[config.mk]
export PLATFORM = sky130hd
export DESIGN_NAME = mem_bus_ctrl
export DESIGN_NICKNAME = d
export VERILOG_FILES = /design/src/rtl/mem_bus_ctrl.sv
export SDC_FILE = /design/constraint.sdc
export NUM_CORES = 1
export LEC_CHECK = 0
export BUFFER_PORTS_ARGS = -buffer_cell sky130_fd_sc_hd__buf_4
export CAP_MARGIN = 0
export CORE_MARGIN = 2
export CORE_UTILIZATION = 55
export CTS_CLUSTER_DIAMETER = 100
export CTS_CLUSTER_SIZE = 20
export DETAILED_ROUTE_END_ITERATION = 10
export PLACE_DENSITY = 0.89
export SYNTH_ARGS = -nofsm -noshare
export SYNTH_HDL_FRONTEND = slang
export SYNTH_SLANG_ARGS = --single-unit
[constraint.sdc]
create_clock -name clk -period 4.7 [get_ports clk]
set_input_delay 0.47 -clock clk [delete_from_list [all_inputs] [get_ports clk]]
set_output_delay 0.47 -clock clk [all_outputs]
set_load 0.01 [all_outputs]
[src/rtl/mem_bus_ctrl.sv]
// Data-side bus controller: posts core stores into a FIFO write buffer drained over a
// req/ack port, forwards loads from the buffer, and stalls the core on load misses.
module mem_bus_ctrl #(
  parameter int DEPTH = 4
) (
  input  logic                     clk,
  input  logic                     reset,
  input  logic                     MemWrite,
  input  logic                     MemRead,
  input  logic [31:0]              ALUResult,
  input  logic [31:0]              WriteData,
  output logic [31:0]              ReadData,
  output logic                     Stall,
  output logic                     mem_req,
  output logic                     mem_we,
  output logic [31:0]              mem_addr,
  output logic [31:0]              mem_wdata,
  input  logic [31:0]              mem_rdata,
  input  logic                     mem_ack,
  output logic [$clog2(DEPTH):0]   count
);

  localparam int PTR_W = $clog2(DEPTH);
  localparam int CNT_W = PTR_W + 1;

  typedef enum logic [1:0] {IDLE, WR, RD, RD_DONE} state_t;

  state_t             r_state;
  logic [29:0]        r_buf_addr [DEPTH];
  logic [31:0]        r_buf_data [DEPTH];
  logic [PTR_W-1:0]   r_head;
  logic [PTR_W-1:0]   r_tail;
  logic [CNT_W-1:0]   r_count;
  logic [29:0]        r_rd_addr;
  logic [31:0]        r_rdata;

  logic               w_full;
  logic               w_push;
  logic               w_pop;
  logic               w_ld;
  logic [29:0]        w_ld_addr;
  logic               w_hit;
  logic [31:0]        w_hit_data;
  logic [CNT_W-1:0]   w_count_nxt;
  logic               w_unused_lo;

  assign w_full      = (r_count == CNT_W'(DEPTH));
  assign w_push      = MemWrite & ~w_full;
  assign w_pop       = (r_state == WR) & mem_ack;
  assign w_ld        = MemRead & ~MemWrite;
  assign w_ld_addr   = ALUResult[31:2];
  assign w_unused_lo = ^ALUResult[1:0];

  // Scan oldest to newest so the last match seen is the newest store to that word.
  always_comb begin
    w_hit      = 1'b0;
    w_hit_data = '0;
    for (int i = 0; i < DEPTH; i++) begin
      if ((CNT_W'(i) < r_count) &&
          (r_buf_addr[r_head + PTR_W'(i)] == w_ld_addr)) begin
        w_hit      = 1'b1;
        w_hit_data = r_buf_data[r_head + PTR_W'(i)];
      end
    end
  end

  always_comb begin
    w_count_nxt = r_count;
    if (w_push && !w_pop)
      w_count_nxt = r_count + CNT_W'(1);
    else if (!w_push && w_pop)
      w_count_nxt = r_count - CNT_W'(1);
  end

  always_comb begin
    Stall    = 1'b0;
    ReadData = '0;
    if (MemWrite) begin
      Stall = w_full;
    end else if (MemRead) begin
      if (r_state == RD_DONE)
        ReadData = r_rdata;
      else if (w_hit)
        ReadData = w_hit_data;
      else
        Stall = 1'b1;
    end
  end

  // Memory port is a pure function of registered state, never of core inputs.
  always_comb begin
    mem_req   = 1'b0;
    mem_we    = 1'b0;
    mem_addr  = '0;
    mem_wdata = '0;
    case (r_state)
      WR: begin
        mem_req   = 1'b1;
        mem_we    = 1'b1;
        mem_addr  = {r_buf_addr[r_head], 2'b00};
        mem_wdata = r_buf_data[r_head];
      end
      RD: begin
        mem_req  = 1'b1;
        mem_addr = {r_rd_addr, 2'b00};
      end
      default: ;
    endcase
  end

  assign count = r_count;

  always_ff @(posedge clk) begin
    if (w_push) begin
      r_buf_addr[r_tail] <= ALUResult[31:2];
      r_buf_data[r_tail] <= WriteData;
    end
  end

  always_ff @(posedge clk) begin
    if (reset) begin
      r_state <= IDLE;
      r_head  <= '0;
      r_tail  <= '0;
      r_count <= '0;
      r_rdata <= '0;
    end else begin
      if (w_push)
        r_tail <= r_tail + PTR_W'(1);
      if (w_pop)
        r_head <= r_head + PTR_W'(1);
      r_count <= w_count_nxt;
      case (r_state)
        IDLE: begin
          // A read may only go out once every buffered store has drained.
          if (w_ld && !w_hit && (r_count == '0)) begin
            r_state   <= RD;
            r_rd_addr <= w_ld_addr;
          end else if (r_count != '0) begin
            r_state <= WR;
          end
        end
        WR: begin
          if (w_pop && (w_count_nxt == '0))
            r_state <= IDLE;
        end
        RD: begin
          if (mem_ack) begin
            r_rdata <= mem_rdata;
            r_state <= RD_DONE;
          end
        end
        RD_DONE: r_state <= IDLE;
        default: r_state <= IDLE;
      endcase
    end
  end

endmodule
# Yosys cells after proc, flatten, opt, wreduce, memory -nomap -nowiden
# Memories as Yosys holds them, arrays and structs flattened. A register that Yosys moved wholly into a read port is not among the register bits.
# Index checks and enable logic that the tools add are counted.
# word_totals
reg_bits	71
latchBits	0
ramBits	248
mem_bits_ro	0
in_bits	101
output_inout_bits	102
mem_count	2
# classes
n_addsub	6
n_mul	0
div_mod_pow	0
magnitude_cmp	4
eq_ne	11
shifts	0
muxes	33
n_bitwise	6
n_reduce_logical	20
# memory_table
memory	depth	width	read_ports	rd_ports_with_merged_regs	wr	line_no	rtl
r_buf_data	4	32	4	1	1	30	logic [31:0] r_buf_data [DEPTH];
r_buf_addr	4	30	4	1	1	29	logic [29:0] r_buf_addr [DEPTH];
# ops
cell	count
32-bit 2-to-1 mux	9
30-bit equality test	4
32-bit case mux with 2 select lines	1
2-bit 2-to-1 mux	8
1-bit 2-to-1 mux	12
1-bit logical AND	9
2-bit case mux with 4 select lines	1
3-bit zero test	2
1-bit by 3-bit less-than comparator with 1-bit output, first input constant	2
2-bit by 3-bit less-than comparator with 1-bit output, first input constant	2
3-bit 2-to-1 mux	2
3-bit AND reduction	2
2-bit by 1-bit adder with 2-bit output, second input constant	2
2-bit adder, second input constant	2
2-bit equality test, second input constant	2
3-bit by 1-bit adder with 3-bit output, second input constant	1
1-bit AND	3
3-bit equality test, second input constant	1
1-bit zero test	3
3-bit != test, second input constant	1
1-bit NOT	3
3-bit nonzero test	1
3-bit by 1-bit subtractor with 3-bit output, second input constant	1
2-bit by 1-bit equality test with 1-bit output, second input constant	1
other kinds (5)	5

# Logic depth before layout (Yosys ltp)
# An unclocked memory read counts as a cell.
# logic_depth
ltp_word	12
depth_mapped	18
ltp_nobuf	11

# Worst setup path before layout
# OpenSTA, ideal clock, no wires.
# synth_timing
path_type	reg2reg
from	reg r_head[0]
to	reg r_rd_addr[0] (enable)
arrival_time_ns	4.632
t_required_ns	4.245
path_slack_ns	-0.387
path_stages_with_launch	16
n_path_buf	7
period_less_slack_ns	5.087
path_cell_list	dfxtp_1 buf_6 buf_8 buf_8 buf_8 buf_4 mux2i_1 mux2i_1 o21ai_0 nand4_1 nor4_1 and4b_1 buf_2 clkbuf_2 or3_1 nor3_1
# synth_via
elab_chain_cells	11
# synth_rtl
item	line_no	rtl
start: declaration	31	logic [PTR_W-1:0] r_head;
start signal: assignment	131	r_head <= r_head + PTR_W'(1);
2-bit by 1-bit adder with 2-bit output	60	(r_buf_addr[r_head + PTR_W'(i)] == w_ld_addr)) begin
memory read 4 x 30 bit *	n/a	
30-bit equality test	60	
1-bit logical AND	59	if ((CNT_W'(i) < r_count) &&
1-bit 2-to-1 mux (2 in series)	59	
1-bit 2-to-1 mux *	59	
1-bit zero test *	136	if (w_ld && !w_hit && (r_count == '0)) begin
1-bit logical AND * (2 in series)	136	
3-bit AND reduction (no source line) *	n/a	
end signal: assignment	138	r_rd_addr <= w_ld_addr;
end: declaration	34	logic [29:0] r_rd_addr;
# Every way passes the cells marked *; elsewhere a longest branch is shown, timed or not.
# A chain may end at the register's enable or synchronous reset.

# Final worst setup path
# layout_timing
from	reg r_head[0]
to	out ReadData[10]
# layout_via
elab_chain_cells	11
# layout_rtl
item	line_no	rtl
2-bit by 1-bit adder with 2-bit output	60, 62	
memory read 4 x 30 bit	n/a	
30-bit equality test	60	
1-bit logical AND	59	
32-bit 2-to-1 mux / 1-bit 2-to-1 mux (equally long branches) (3 in series)	59	
32-bit 2-to-1 mux *	83	else if (w_hit)
32-bit 2-to-1 mux *	81	if (r_state == RD_DONE)
32-bit 2-to-1 mux *	80	end else if (MemRead) begin
32-bit 2-to-1 mux *	78	if (MemWrite) begin
end: declaration	12	output logic [31:0] ReadData,
# Marked as above.

==> impl_metrics.ini <==
[clocking]
cts_htree_levels = 1
sinks_on_the_clock_net = 321
tritoncts.num_buffers = 20
clkTransAtPathRegs_ns = 0.09
cts_root_buf = clkbuf_16
clock_tree.buffer_depth = 3
clock_latency_ns = 0.55
hold_buffers = 0
cts_tree = yes

[worst_setup_path]
cp_max_stage_cell = or4_1
worst_ep_required_time_ns = 4.23
largest_stage_delay_worst_path_ns = 0.54
worstPathMaxFanout = 11
reg2reg_to = r_rd_addr[12]
regToRegStartpoint = r_head[0]
worst-r2r-cell-count = 12
r2r_setup_slack_ns = 0.83
crit_path_frequent_cell = buf_4
worstSetupStartpointType = flop
crit_type = flop to output port
crit_family = simple AND/OR/NAND/NOR gates
worstPathCellList = buf_8, buf_6, mux2i_4, o22ai_1, or4_1, a2111oi_2, nand3_1, or2_4, buf_4, o21ai_0, o221ai_1, o21ai_1, buf_4
worstSetupEndpointType = output port
cp.buffers_inverters = 4
critPathArrivalTime_ns = 4.18

[routing]
routed_via_density = 7.05
detail_route.first_pass.iterations = 6
totalWireLength_mm = 63.0
detailroute.via_count = 16100
dr.first_iter.drc_count = 2593
drt.antenna.violating_nets = 0
wl_per_instance_um = 27.6
number_of_design_rule_violations_left_after_detail_routing = 0

[synthesis]
synth.top_cells.by_area = edfxtp_1 (42%), mux4_2 (15%), mux2i_1 (6.4%)
postSynthAreaPerCell_um2 = 12.1
synth_seq_cells = 321
yosys.area.top_type = edfxtp_1
ys_warn_count = 0
synth_enable_flop_cells = 278
synthDominantCellAreaShare = 0.416
postSynth.asyncResetShare = 0
synth.cell_area_mm2 = 0.0200
synth_cell_types = 69
synthCells = 1657
ys.flop_type = edfxtp_1
yosysSeqAreaShare = 0.459

[sta]
final_critical_path_share_of_the_clock_period = 0.990
maxClockFrequency_mhz = 215
final.setup.worst_slack_ns = 0.0459
final-hold-violation-count = 0
final.min_clock_period_ns = 4.65
grt_setup_unrepaired = true
worst_clock_skew_ns = 0.0240
timing.final.setup_violations = 0
worst_pin_slew_ns = 1.12
timing.max_slew.rel_slack = 0.253
final-max-slew-violation-count = 0

[grt]
grt_overflow_total = 0
first_global_vias = 15200
groute.usage.overall = 0.322
grt_start_max_net_pins = 88
antenna_violations_before_repair = 3
first_pass_grt_wire_length_mm = 93.8

[placement]
place_hpwl_mm = 41.4
preCtsSetupSlack_ns = 0.109
placedCellCount = 2218
globalplace.congestion = 1.00
port-buffer-count = 198

[run]
total_of_max_cap_violations = 0

[floorplanning]
boundaryPins = 203
fp-row-count = 69
die-area_mm2 = 0.0380
die_x_um = 195
fp.coreArea_mm2 = 0.0357
initial_core_util = 0.561
die_height_um = 195

[worst_hold_path]
hold_path_startpoint = WriteData[24]
hold_path.class = primary input to flop
whs_path_depth = 1
hold_path_end = r_buf_data[0][24]

[status]
outcome = finished, final reports clean

[power_and_ir_drop]
power.static_leakage_nw = 7.44
ir_worst_vdd_v = 0.000238
power_per_cell_area_mw_per_mm2 = 363

[cells_and_area]
nFillCells = 2554
area.growth.synth_to_final_pct = 15.3
share_of_layout_cells_above_drive_strength_1 = 0.300
post_layout_nets = 1916
final_cell_count_no_fill = 2278
## worst max path at each step
stage	startpoint	endpoint	cells past startpoint
after global placement	r_head[0]	ReadData[21]	12
after CTS	r_head[0]	ReadData[25]	13
final	r_head[0]	ReadData[10]	13
after floorplan	r_head[0]	r_rd_addr[0]	15
after detailed placement	r_head[0]	ReadData[0]	11
after global routing	flop	ReadData[0]	12
## per-layer routing
layer	share of wire	vias to the layer above	track usage
met5	0.00046	-	0
met4	0.040	4	0.106
met3	0.14	223	0.0810
met2	0.45	1338	0.493
met1	0.38	7797	0.452
li1	-	6702	-
## area by class of cell
| type | count | area (um2) | share of cell area |
|---|---|---|---|
| clock buffer | 34 | 574 | 0.0249 |
| inverter | 22 | 86.3 | 0.00374 |
| antenna | 1 | 2.50 | 0.000108 |
| multi-input combinational | 1156 | 10200 | 0.443 |
| tap | 461 | 577 | 0.0250 |
| sequential | 321 | 9220 | 0.399 |
| timing repair buffer | 281 | 2370 | 0.103 |
| clock inverter | 2 | 21.3 | 0.000921 |
## state kept, by name, indices dropped and copies added (netlist names), named ones only
register	flops
r_buf_data	128
r_buf_addr	120
r_rdata	32
r_rd_addr	30
count	3
r_head	2
r_state	2
r_tail	2
## cell usage in the layout, fill, tap and decap left out, types with 35 or more instances in the layout
cell type,n
a21oi_1,107
nor2_1,86
xnor2_1,83
edfxtp_1,278
mux2_2,46
mux4_2,130
nand2_1,136
mux2i_1,124
nor2b_1,35
o211ai_1,38
dfxtp_1,39
buf_4,258
and2_1,39
## cells by family after synthesis
| group | share of synthesized area |
|---|---|
| flops | 0.459 |
| xor+xnor | 0.0428 |
| fa+ha+maj | 0.00811 |
| other cells | 0.000187 |
| simple gates | 0.0949 |
| mux | 0.236 |
| compound gates | 0.117 |
| buf+inv | 0.0423 |
## cell usage after synthesis (35+ instances only)
cell	number
edfxtp_1	278
nand2_1	136
mux4_2	130
mux2i_1	128
a21oi_1	107
clkbuf_1	93
nor2_1	86
xnor2_1	86
mux2_2	46
o21ai_0	45
and2_1	43
dfxtp_1	43
o211ai_1	38
nor2b_1	35
o221ai_1	35
## metrics by stage
| step | total power [mW] | util | area, um2 | hold slack [ns] | TNS, ns |
|---|---|---|---|---|---|
| 2_1_floorplan | 5.45 | - | 20100 | 0.437 | 0 |
| 3_3_place_gp | 6.31 | 0.614 | 22000 | 0.444 | 0 |
| 3_5_place_dp | 6.40 | 0.614 | 22000 | 0.447 | 0 |
| 4_1_cts | 8.23 | 0.637 | 22800 | 0.118 | 0 |
| 5_1_grt | 8.67 | 0.646 | 23100 | 0.117 | -0.0832 |
| 6_report | 8.38 | 0.646 | 23100 | 0.120 | 0 |
## power by group
| part | total (mW) | internal (mW) | switching, mW |
|---|---|---|---|
| combinational | 3.04 | 1.37 | 1.67 |
| clock | 1.82 | 0.847 | 0.976 |
| sequential | 3.52 | 3.35 | 0.172 |
## repair_timing
action,4_1_cts,5_1_grt
setup buffers,7,13
gates resized for setup,16,55
pin swaps,6,13
endpoints found under the setup margin,33,33
gates cloned,2,1
(Power assumes the default switching activity.)
